$ cat config.mk
export PLATFORM = sky130hd
export DESIGN_NAME = rc4_prga_xor_engine
export DESIGN_NICKNAME = d
export VERILOG_FILES = /design/src/rtl/rc4_pkg.sv /design/src/rtl/rc4_char_filter.sv /design/src/rtl/rc4_prga_xor_engine.sv
export SDC_FILE = /design/constraint.sdc
export NUM_CORES = 1
export LEC_CHECK = 0
export BUFFER_PORTS_ARGS = -buffer_cell sky130_fd_sc_hd__buf_2
export CORE_MARGIN = 2
export CORE_UTILIZATION = 54
export CTS_BUF_LIST = sky130_fd_sc_hd__clkbuf_2
export DETAILED_ROUTE_END_ITERATION = 7
export GPL_ROUTABILITY_DRIVEN = 0
export GPL_TIMING_DRIVEN = 0
export PLACE_DENSITY = 0.78
export SLEW_MARGIN = 30
export SYNTH_ARGS = -nofsm -noshare
export SYNTH_HDL_FRONTEND = slang
export SYNTH_HIERARCHICAL = 1
export SYNTH_SLANG_ARGS = --single-unit
$ cat constraint.sdc
create_clock -name clk -period 2.5 [get_ports clk]
set_input_delay 0.5 -clock clk [delete_from_list [all_inputs] [get_ports clk]]
set_output_delay 0.5 -clock clk [all_outputs]
set_load 0.01 [all_outputs]
$ cat src/rtl/rc4_pkg.sv
`default_nettype none
// ============================================================================
// Package : rc4_pkg
// Brief   : Shared RC4 types and filter defaults (PRGA, KSA, key search)
// Rev     : 1.0
// ============================================================================
package rc4_pkg;

  typedef logic [7:0] byte_t;

  localparam int c_CHAR_LO  = 97;
  localparam int c_CHAR_HI  = 122;
  localparam int c_CHAR_EXT = 32;

  typedef enum logic [3:0] {
    ST_IDLE  = 4'd0,
    ST_INC_I = 4'd1,
    ST_RD_SI = 4'd2,
    ST_WT_SI = 4'd3,
    ST_UPD_J = 4'd4,
    ST_RD_SJ = 4'd5,
    ST_WT_SJ = 4'd6,
    ST_WR_SI = 4'd7,
    ST_WR_SJ = 4'd8,
    ST_RD_F  = 4'd9,
    ST_WT_F  = 4'd10,
    ST_XOR   = 4'd11,
    ST_CHK   = 4'd12,
    ST_DONE  = 4'd13
  } prga_state_t;

endpackage
`default_nettype wire

$ cat src/rtl/rc4_char_filter.sv
`default_nettype none
// ============================================================================
// Module  : rc4_char_filter
// Brief   : Accepts a byte inside [lo, hi] or equal to one extra character
// Rev     : 1.0
// ============================================================================
module rc4_char_filter
  import rc4_pkg::*;
(
  input  byte_t i_byte,
  input  byte_t i_lo,
  input  byte_t i_hi,
  input  byte_t i_ext,
  output logic  o_accept
);

  assign o_accept = ((i_byte >= i_lo) && (i_byte <= i_hi)) || (i_byte == i_ext);

endmodule
`default_nettype wire

$ cat src/rtl/rc4_prga_xor_engine.sv
`default_nettype none
// ============================================================================
// Module  : rc4_prga_xor_engine
// Brief   : RC4 keystream generator fused with ciphertext XOR and char filter
// Rev     : 1.0
// ============================================================================
module rc4_prga_xor_engine
  import rc4_pkg::*;
#(
  parameter int MSG_LEN  = 32,
  parameter int MSG_AW   = 5,
  parameter int RD_LAT   = 1,
  parameter int CHAR_LO  = c_CHAR_LO,
  parameter int CHAR_HI  = c_CHAR_HI,
  parameter int CHAR_EXT = c_CHAR_EXT
) (
  input  logic              clk,
  input  logic              reset,
  input  logic              start,
  input  logic              check_en,
  output logic              busy,
  output logic              done,
  output logic              invalid,
  output logic [MSG_AW-1:0] fail_index,
  output logic [MSG_AW:0]   bytes_out,
  output logic [7:0]        s_address,
  output logic [7:0]        s_data,
  output logic              s_wren,
  input  logic [7:0]        s_q,
  output logic [MSG_AW-1:0] rom_address,
  input  logic [7:0]        rom_q,
  output logic [MSG_AW-1:0] d_address,
  output logic [7:0]        d_data,
  output logic              d_wren
);

  localparam logic [MSG_AW-1:0] c_K_LAST    = MSG_AW'(MSG_LEN - 1);
  localparam logic [1:0]        c_WAIT_INIT = 2'(RD_LAT - 1);

  prga_state_t       r_state;
  prga_state_t       w_state_nxt;
  byte_t             r_i, r_j, r_si, r_sj, r_f;
  logic [MSG_AW-1:0] r_k;
  logic [1:0]        r_wait;
  logic              r_check_en;
  logic              r_invalid;
  logic [MSG_AW-1:0] r_fail_index;
  logic [MSG_AW:0]   r_bytes_out;
  byte_t             r_s_address, r_s_data, r_d_data;
  logic [MSG_AW-1:0] r_rom_address, r_d_address;
  logic              w_accept;
  logic              w_wait_zero;
  logic              w_busy, w_done, w_s_wren, w_d_wren;

  assign w_wait_zero = (r_wait == 2'd0);

  rc4_char_filter u_filter (
    .i_byte   (r_f),
    .i_lo     (byte_t'(CHAR_LO)),
    .i_hi     (byte_t'(CHAR_HI)),
    .i_ext    (byte_t'(CHAR_EXT)),
    .o_accept (w_accept)
  );

  always_ff @(posedge clk) begin
    if (reset) r_state <= ST_IDLE;
    else       r_state <= w_state_nxt;
  end

  always_comb begin
    w_state_nxt = r_state;
    w_busy      = (r_state != ST_IDLE);
    w_done      = (r_state == ST_DONE);
    w_s_wren    = (r_state == ST_WR_SI) || (r_state == ST_WR_SJ);
    w_d_wren    = (r_state == ST_XOR);
    case (r_state)
      ST_IDLE:  if (start) w_state_nxt = ST_INC_I;
      ST_INC_I: w_state_nxt = ST_RD_SI;
      ST_RD_SI: w_state_nxt = ST_WT_SI;
      ST_WT_SI: if (w_wait_zero) w_state_nxt = ST_UPD_J;
      ST_UPD_J: w_state_nxt = ST_RD_SJ;
      ST_RD_SJ: w_state_nxt = ST_WT_SJ;
      ST_WT_SJ: if (w_wait_zero) w_state_nxt = ST_WR_SI;
      ST_WR_SI: w_state_nxt = ST_WR_SJ;
      ST_WR_SJ: w_state_nxt = ST_RD_F;
      ST_RD_F:  w_state_nxt = ST_WT_F;
      ST_WT_F:  if (w_wait_zero) w_state_nxt = ST_XOR;
      ST_XOR:   w_state_nxt = ST_CHK;
      ST_CHK: begin
        if ((!w_accept && r_check_en) || (r_k == c_K_LAST)) w_state_nxt = ST_DONE;
        else                                                w_state_nxt = ST_INC_I;
      end
      ST_DONE:  w_state_nxt = ST_IDLE;
      default:  w_state_nxt = ST_IDLE;
    endcase
  end

  // Write address/data are staged one state ahead so the decoded wren
  // always sees a stable registered pair.
  always_ff @(posedge clk) begin
    if (reset) begin
      r_i           <= '0;
      r_j           <= '0;
      r_k           <= '0;
      r_si          <= '0;
      r_sj          <= '0;
      r_f           <= '0;
      r_wait        <= '0;
      r_check_en    <= 1'b0;
      r_invalid     <= 1'b0;
      r_fail_index  <= '0;
      r_bytes_out   <= '0;
      r_s_address   <= '0;
      r_s_data      <= '0;
      r_rom_address <= '0;
      r_d_address   <= '0;
      r_d_data      <= '0;
    end else begin
      case (r_state)
        ST_IDLE: begin
          if (start) begin
            r_i          <= '0;
            r_j          <= '0;
            r_k          <= '0;
            r_check_en   <= check_en;
            r_invalid    <= 1'b0;
            r_fail_index <= '0;
            r_bytes_out  <= '0;
          end
        end
        ST_INC_I: begin
          r_i           <= r_i + 8'd1;
          r_s_address   <= r_i + 8'd1;
          r_rom_address <= r_k;
        end
        ST_RD_SI, ST_RD_SJ, ST_RD_F: r_wait <= c_WAIT_INIT;
        ST_WT_SI: if (!w_wait_zero) r_wait <= r_wait - 2'd1;
        ST_UPD_J: begin
          r_si        <= s_q;
          r_j         <= r_j + s_q;
          r_s_address <= r_j + s_q;
        end
        ST_WT_SJ: begin
          if (!w_wait_zero) begin
            r_wait <= r_wait - 2'd1;
          end else begin
            r_sj        <= s_q;
            r_s_address <= r_i;
            r_s_data    <= s_q;
          end
        end
        ST_WR_SI: begin
          r_s_address <= r_j;
          r_s_data    <= r_si;
        end
        ST_WR_SJ: begin
          r_s_address <= r_si + r_sj;
          r_s_data    <= '0;
        end
        ST_WT_F: begin
          if (!w_wait_zero) begin
            r_wait <= r_wait - 2'd1;
          end else begin
            r_f         <= s_q ^ rom_q;
            r_d_address <= r_k;
            r_d_data    <= s_q ^ rom_q;
          end
        end
        ST_XOR: r_bytes_out <= {1'b0, r_k} + (MSG_AW+1)'(1);
        ST_CHK: begin
          if (!w_accept && r_check_en) begin
            r_invalid    <= 1'b1;
            r_fail_index <= r_k;
          end else if (r_k != c_K_LAST) begin
            r_k <= r_k + MSG_AW'(1);
          end
          if (w_state_nxt == ST_DONE) begin
            r_s_address <= '0;
            r_s_data    <= '0;
            r_d_address <= '0;
            r_d_data    <= '0;
          end
        end
        default: ;
      endcase
    end
  end

  assign busy        = w_busy;
  assign done        = w_done;
  assign s_wren      = w_s_wren;
  assign d_wren      = w_d_wren;
  assign invalid     = r_invalid;
  assign fail_index  = r_fail_index;
  assign bytes_out   = r_bytes_out;
  assign s_address   = r_s_address;
  assign s_data      = r_s_data;
  assign rom_address = r_rom_address;
  assign d_address   = r_d_address;
  assign d_data      = r_d_data;

endmodule
`default_nettype wire

---- Word-level counts from Yosys, hierarchy flattened ----
Cells that the tools add are included.
cells by class
  add/subtract/negate cells ............... 6
  $mul .................................... 0
  divide/modulo/power cells ............... 0
  magnitude comparators ................... 2
  equal/unequal tests ..................... 25
  shift-type cells ........................ 0
  muxes and demuxes ....................... 32
  bitwise gates (word level) .............. 1
  reduce and logical (&&, ||, !) cells .... 31
operators with widths
  kind                 number
  $pmux 4 s13          1
  $pmux 8 s2           3
  $pmux 8 s6           1
  $mux 8               5
  $pmux 8 s4           1
  $mux 5               6
  $pmux 5 s2           3
  $eq 4x4->1 const B   7
  $mux 4               5
  $add 8x8->8          2
  $eq 4x3->1 const B   4
  $ne 2x2->1 const B   8
  $reduce_and 2->1     7
  $pmux 6 s2           1
  $reduce_and 3->1     4
  $reduce_bool 2->1    6
  $add 8x1->8 const B  1
  $eq 4x2->1 const B   2
  $eq 8x6->1 const B   1
  $ge 8x7->1 const B   1
  $le 8x7->1 const B   1
  $reduce_bool 4->1    2
  $xor 8x8->8          1
  $add 5x1->6 const B  1
  other kinds (18)     23
storage, ports and cells
  register bits after elaboration ......... 98
  bits in latches ......................... 0
  RAM bits ................................ 0
  ROM bits ................................ 0
  input bits .............................. 20
  output and inout bits ................... 50
  logic and storage cells ................. 114
  memories ................................ 0

---- Depth between registers and ports, before layout ----
  depth after elaboration ................. 11
  gate-level depth with buffers ........... 14
  mapped depth without buffers ............ 13

---- By module ----
The synthesis kept the hierarchy.
modules (own cells, without submodules)
  module               times used  cells each  area an instance (µm²)  sequential area each (µm²)
  rc4_prga_xor_engine  1           608         4959.8                  1961.9
  rc4_char_filter      1           63          486.7                   0.0

---- Worst setup path before layout ----
No wires, ideal clock.
  path type ............................... reg2reg
  start ................................... register r_f[0]
  end ..................................... register r_s_address[4], in the netlist s_address[4]
  library setup time ...................... 0.137 ns
  arrival ................................. 2.214 ns
  data required time ...................... 2.363 ns
  path slack .............................. 0.149 ns
  cell stages (with the launch flop) ...... 14
  path buffers ............................ 0
  period minus slack after synthesis ...... 2.351 ns
  cell sequence ........................... dfxtp_1 inv_1 ha_1 nand2b_4 a211oi_2 o21a_1 o21ai_1 a22o_1 nor2b_1 nor3b_1 o22ai_4 nand2_1 a221oi_1 a311oi_1
on the way
  longest elaborated chain between the ends .. 11
  elaborated cells on any way between the ends .. 13
  classes of those cells .................. order compare: 2; eq/ne: 3; mux: 2; reduce/logical: 6
ends and longest elaborated chain
  item                                      line                        text
  from (decl)                               rc4_prga_xor_engine.sv:42   byte_t r_i, r_j, r_si, r_sj, r_f;
  from (signal assigned)                    rc4_prga_xor_engine.sv:164  r_f <= s_q ^ rom_q;
  $ge 8x7->1 or $le 8x7->1 (tied branches)  rc4_char_filter.sv:17       assign o_accept = ((i_byte >= i_lo) && (i_byte <= i_hi)) || (i_byte == i_ext);
  $logic_and 1x1->1                         rc4_char_filter.sv:17
  $logic_or 1x1->1 (*)                      rc4_char_filter.sv:17
  via w_accept                              rc4_prga_xor_engine.sv:51   logic w_accept;
  $logic_not 1->1 (*)                       rc4_prga_xor_engine.sv:90   if ((!w_accept && r_check_en) || (r_k == c_K_LAST)) w_state_nxt = ST_DONE;
  $logic_and 1x1->1 (*)                     rc4_prga_xor_engine.sv:90
  $logic_or 1x1->1 (*)                      rc4_prga_xor_engine.sv:90
  $mux 4 (*)                                rc4_prga_xor_engine.sv:90
  $pmux 4 s13 (*)                           rc4_prga_xor_engine.sv:76   case (r_state)
  $eq 4x4->1 (*)                            rc4_prga_xor_engine.sv:177  if (w_state_nxt == ST_DONE) begin
  $ne 2x2->1 (no source line) (*)           -
  $reduce_and 3->1 (no source line) (*)     -
  to (signal assigned)                      rc4_prga_xor_engine.sv:133  r_s_address <= r_i + 8'd1;
  to (signal assigned)                      rc4_prga_xor_engine.sv:141  r_s_address <= r_j + s_q;
  to (signal assigned)                      rc4_prga_xor_engine.sv:157  r_s_address <= r_si + r_sj;
  to (decl)                                 rc4_prga_xor_engine.sv:49   byte_t r_s_address, r_s_data, r_d_data;
Mark *: on every way through the listed nets, which the timed path passes. The rest lies on a longest branch.
A chain may end at the register's enable or synchronous reset.

---- Worst setup path after layout ----
  start ................................... register r_f[0]
  end ..................................... register r_s_address[7], in the netlist s_address[7]
The elaborated chain is that of the path after synthesis.

==> summary.txt <==
Core Rows: 36
Post-synth top area share: 36.0%
Synth Area in Adders: 8.91%
CP required: 3030 ps
Wire length per cell: 16.5 um
Startpoint types: register
Die area: 10,900 um2
DP Area: 6030 um2
Global-route wire length before repair: 24,600 um
Antenna Nets Post-Route: 0
Share of layout cells above drive strength 1: 22.6%
CTS clock-pin slew for the worst setup and hold paths: 270 ps
Proportion of synthesized area in mux cells: 0.988%
Endpoints failing setup: 13
Via count: 5,287
Max-slew headroom: 47.9%
Layout area overhead: 19.1%
Root buf cell: clkbuf_2
FMAX: 0.389 GHz
Crit path setup slack, layout: -70.4 ps
Area leader, netlist: dfxtp_1
Clk sink count: 98
Worst Max-Slew Pin Slew: 777 ps
Post-synth EDFFs: 0
Ys Warns: 6
DRC Markers: 0
Max clock buf depth: 2
Vias per inst: 5.74
Starting Density: 55.7%
Initial antenna violation count: 0
Post-DP HPWL: 11,000 um
Fin. Hold Viols: 0
Cell Area, Synth: 5450 um2
Power per cell area: 458 nW/um2
Worst path bufs/invs: 1
Ys flop type: dfxtp_1
Final nets: 840
Post-synthesis register bit count: 98
Vias in the first global route: 4,913
Most frequent cells in the layout: 97 x nand2_1, 92 x dfxtp_1, 83 x a21oi_1
Hold_buf cts: 0
CP max-delay cell: dfxtp_2
Largest cells by area after synthesis: dfxtp_1 36%, ha_1 7.8%, a21oi_1 7.7%
CTS tree: built
Clk_lat worst skew: 590 ps
Htree depth: 3
Peak supply drop: 0.000238 V
Die width: 104 um
WL final: 15,200 um
Status: finished, violations left
Distinct cells, synth: 69
Max cap viols: 0
Final Cell Area: 6490 um2
IO buf count: 67
Cell family with most CP delay: compound AO/OA/AOI/OAI gates
Cells after Synth: 671
Critical path arrival: 3100 ps
Total GRT Usage: 27.9%
Post-synthesis simple-gate area fraction: 21.5%
Avg Inst Size Synth: 8.12 um2
Worst Path Max Fanout: 7
Main combinational cell family by area after synthesis: compound AO/OA/AOI/OAI gates
# IOs: 70
Post-synthesis sequential area ratio: 36.0%
Critical path type: reg -> reg
CP peak stage delay: 390 ps
Final min period: 2570 ps
Post-layout power: 2970 uW
Gr ovfl total: 0
Cell breakdown of the critical path: inv_2 -> ha_4 -> nand2b_4 -> a211oi_2 -> o21a_1 -> o21ai_2 -> a22o_1 -> nor2b_4 -> nor3b_4 -> o22ai_4 -> nor2_1 -> a311o_1 -> a31oi_1
Max-slew violations: 0
CTS buffer count: 9
Crit share post-route: 103%
Synth Area in XOR/XNOR: 5.31%
Failing checks: setup timing
Die Ht: 104 um
Iter 0 DRT Violations: 383
Post-synthesis compound-gate area fraction: 22.1%
DRT Pass-1 Iters: 6
Ant diodes: 0
Most common cell after layout, fill and taps aside: nand2_1
Largest net degree at the start of global routing: 17
Area of the core: 9770 um2
Endpoint type of the worst setup path: register
Hold Path Class: in -> reg
LEAKAGE: 0.00276 uW
FFs w/ async S/R, synth: 0%
Worst Clk Skew: 45.4 ps
RSZ-0062 raised after global routing: true
-- area by class of cell --
cell class | count | area (um2)
well taps | 133 | 166
fillers | 817 | 3290
plain buffers | 36 | 190
inverters | 23 | 86.3
multi-input cells | 536 | 3490
clock buffers | 9 | 45.0
clock inverters | 6 | 90.1
flip-flops and latches | 98 | 1980
repair buffers | 80 | 445
-- synth_stat cells (4+ instances only) --
| library cell | n |
|---|---|
| inv_1 | 23 |
| dfxtp_1 | 98 |
| xor2_1 | 21 |
| a21o_1 | 6 |
| a22oi_1 | 25 |
| nand3_1 | 26 |
| buf_4 | 4 |
| o21ai_0 | 19 |
| xnor2_1 | 12 |
| nand2_1 | 101 |
| a31oi_1 | 4 |
| a211oi_1 | 8 |
| nor3_1 | 5 |
| nor2b_1 | 6 |
| clkbuf_1 | 21 |
| a21oi_1 | 84 |
| nand2b_1 | 9 |
| and3_1 | 6 |
| nor2_1 | 61 |
| ha_1 | 34 |
| buf_2 | 8 |
-- flip-flops by register name, indices dropped and copies added, names as in the netlist --
| name | count |
|---|---|
| r_k | 5 |
| r_si | 8 |
| d_address | 5 |
| r_check_en | 1 |
| invalid | 1 |
| fail_index | 5 |
| d_data | 8 |
| r_j | 8 |
| s_data | 8 |
| rom_address | 5 |
| r_wait | 2 |
| r_i | 8 |
| r_sj | 8 |
| r_f | 8 |
| bytes_out | 6 |
| s_address | 8 |
| r_state | 4 |
-- routing by layer --
layer  part of all wire, %  GRT usage [%]  vias up
met5                     0              0        -
met4                   3.0           12.3        0
met3                   6.9           4.70       38
met2                    47           45.3      209
met1                    43           36.5     2483
li1                      -              -     2557
-- through the flow --
stage / hold slack [ps] / utilization [%] / setup TNS, ps / setup WS [ps] / std cells
global placement: 436 / 61.7 / -5100 / -279 / 893
global route: 66.6 / 66.4 / -2320 / -202 / 921
detailed placement: 442 / 61.7 / -6390 / -339 / 893
CTS: 73.9 / 65.2 / -43.4 / -27.7 / 919
floorplan: 432 / - / 0 / 149 / 693
finish: 101 / 66.4 / -354 / -70.4 / 921
-- path summary, 6_finish.rpt --
kind,from,end,slack [ps],cells past startpoint
min,check_en,r_check_en$_SDFFE_PP0P_,100,3
max,r_f[0]$_SDFFE_PP0P_,s_address[7]$_SDFFE_PP0P_,-70,13
max reg2reg,r_f[0]$_SDFFE_PP0P_,s_address[7]$_SDFFE_PP0P_,-70,13
min reg2reg,d_data[3]$_SDFFE_PP0P_,d_data[3]$_SDFFE_PP0P_,470,2
-- worst register-to-register path: stages, from the launching register on --
cell and delay [ps]:
dfxtp_2 390, inv_2 70, ha_4 190, nand2b_4 130
a211oi_2 180, o21a_1 150, o21ai_2 50, a22o_1 260
nor2b_4 220, nor3b_4 80, o22ai_4 270, nor2_1 90
a311o_1 290, a31oi_1 160
-- power by group --
part / leakage, uW / switching (uW) / internal (uW)
registers: 0.000795 / 25.8 / 1600
logic: 0.00189 / 300 / 174
clock network: 0.0000800 / 548 / 330
total: 0.00276 / 874 / 2100
-- repair_timing --
| item | CTS | global route |
|---|---|---|
| setup buffers | 9 | 2 |
| pin swaps | 21 | 15 |
| cloned | 2 | 0 |
| gates resized for setup | 36 | 34 |
| setup endpoints to repair | 39 | 39 |
-- cell families after synthesis --
family                     Yosys count
AOI/OAI and AO/OA                  187
xor gates and xnor gates            33
adders and majority gates           38
buffers and inverters               59
DFF                                 98
muxes                                5
other                                2
and+or+nand+nor                    249
Power figures use the tool's default switching activity.
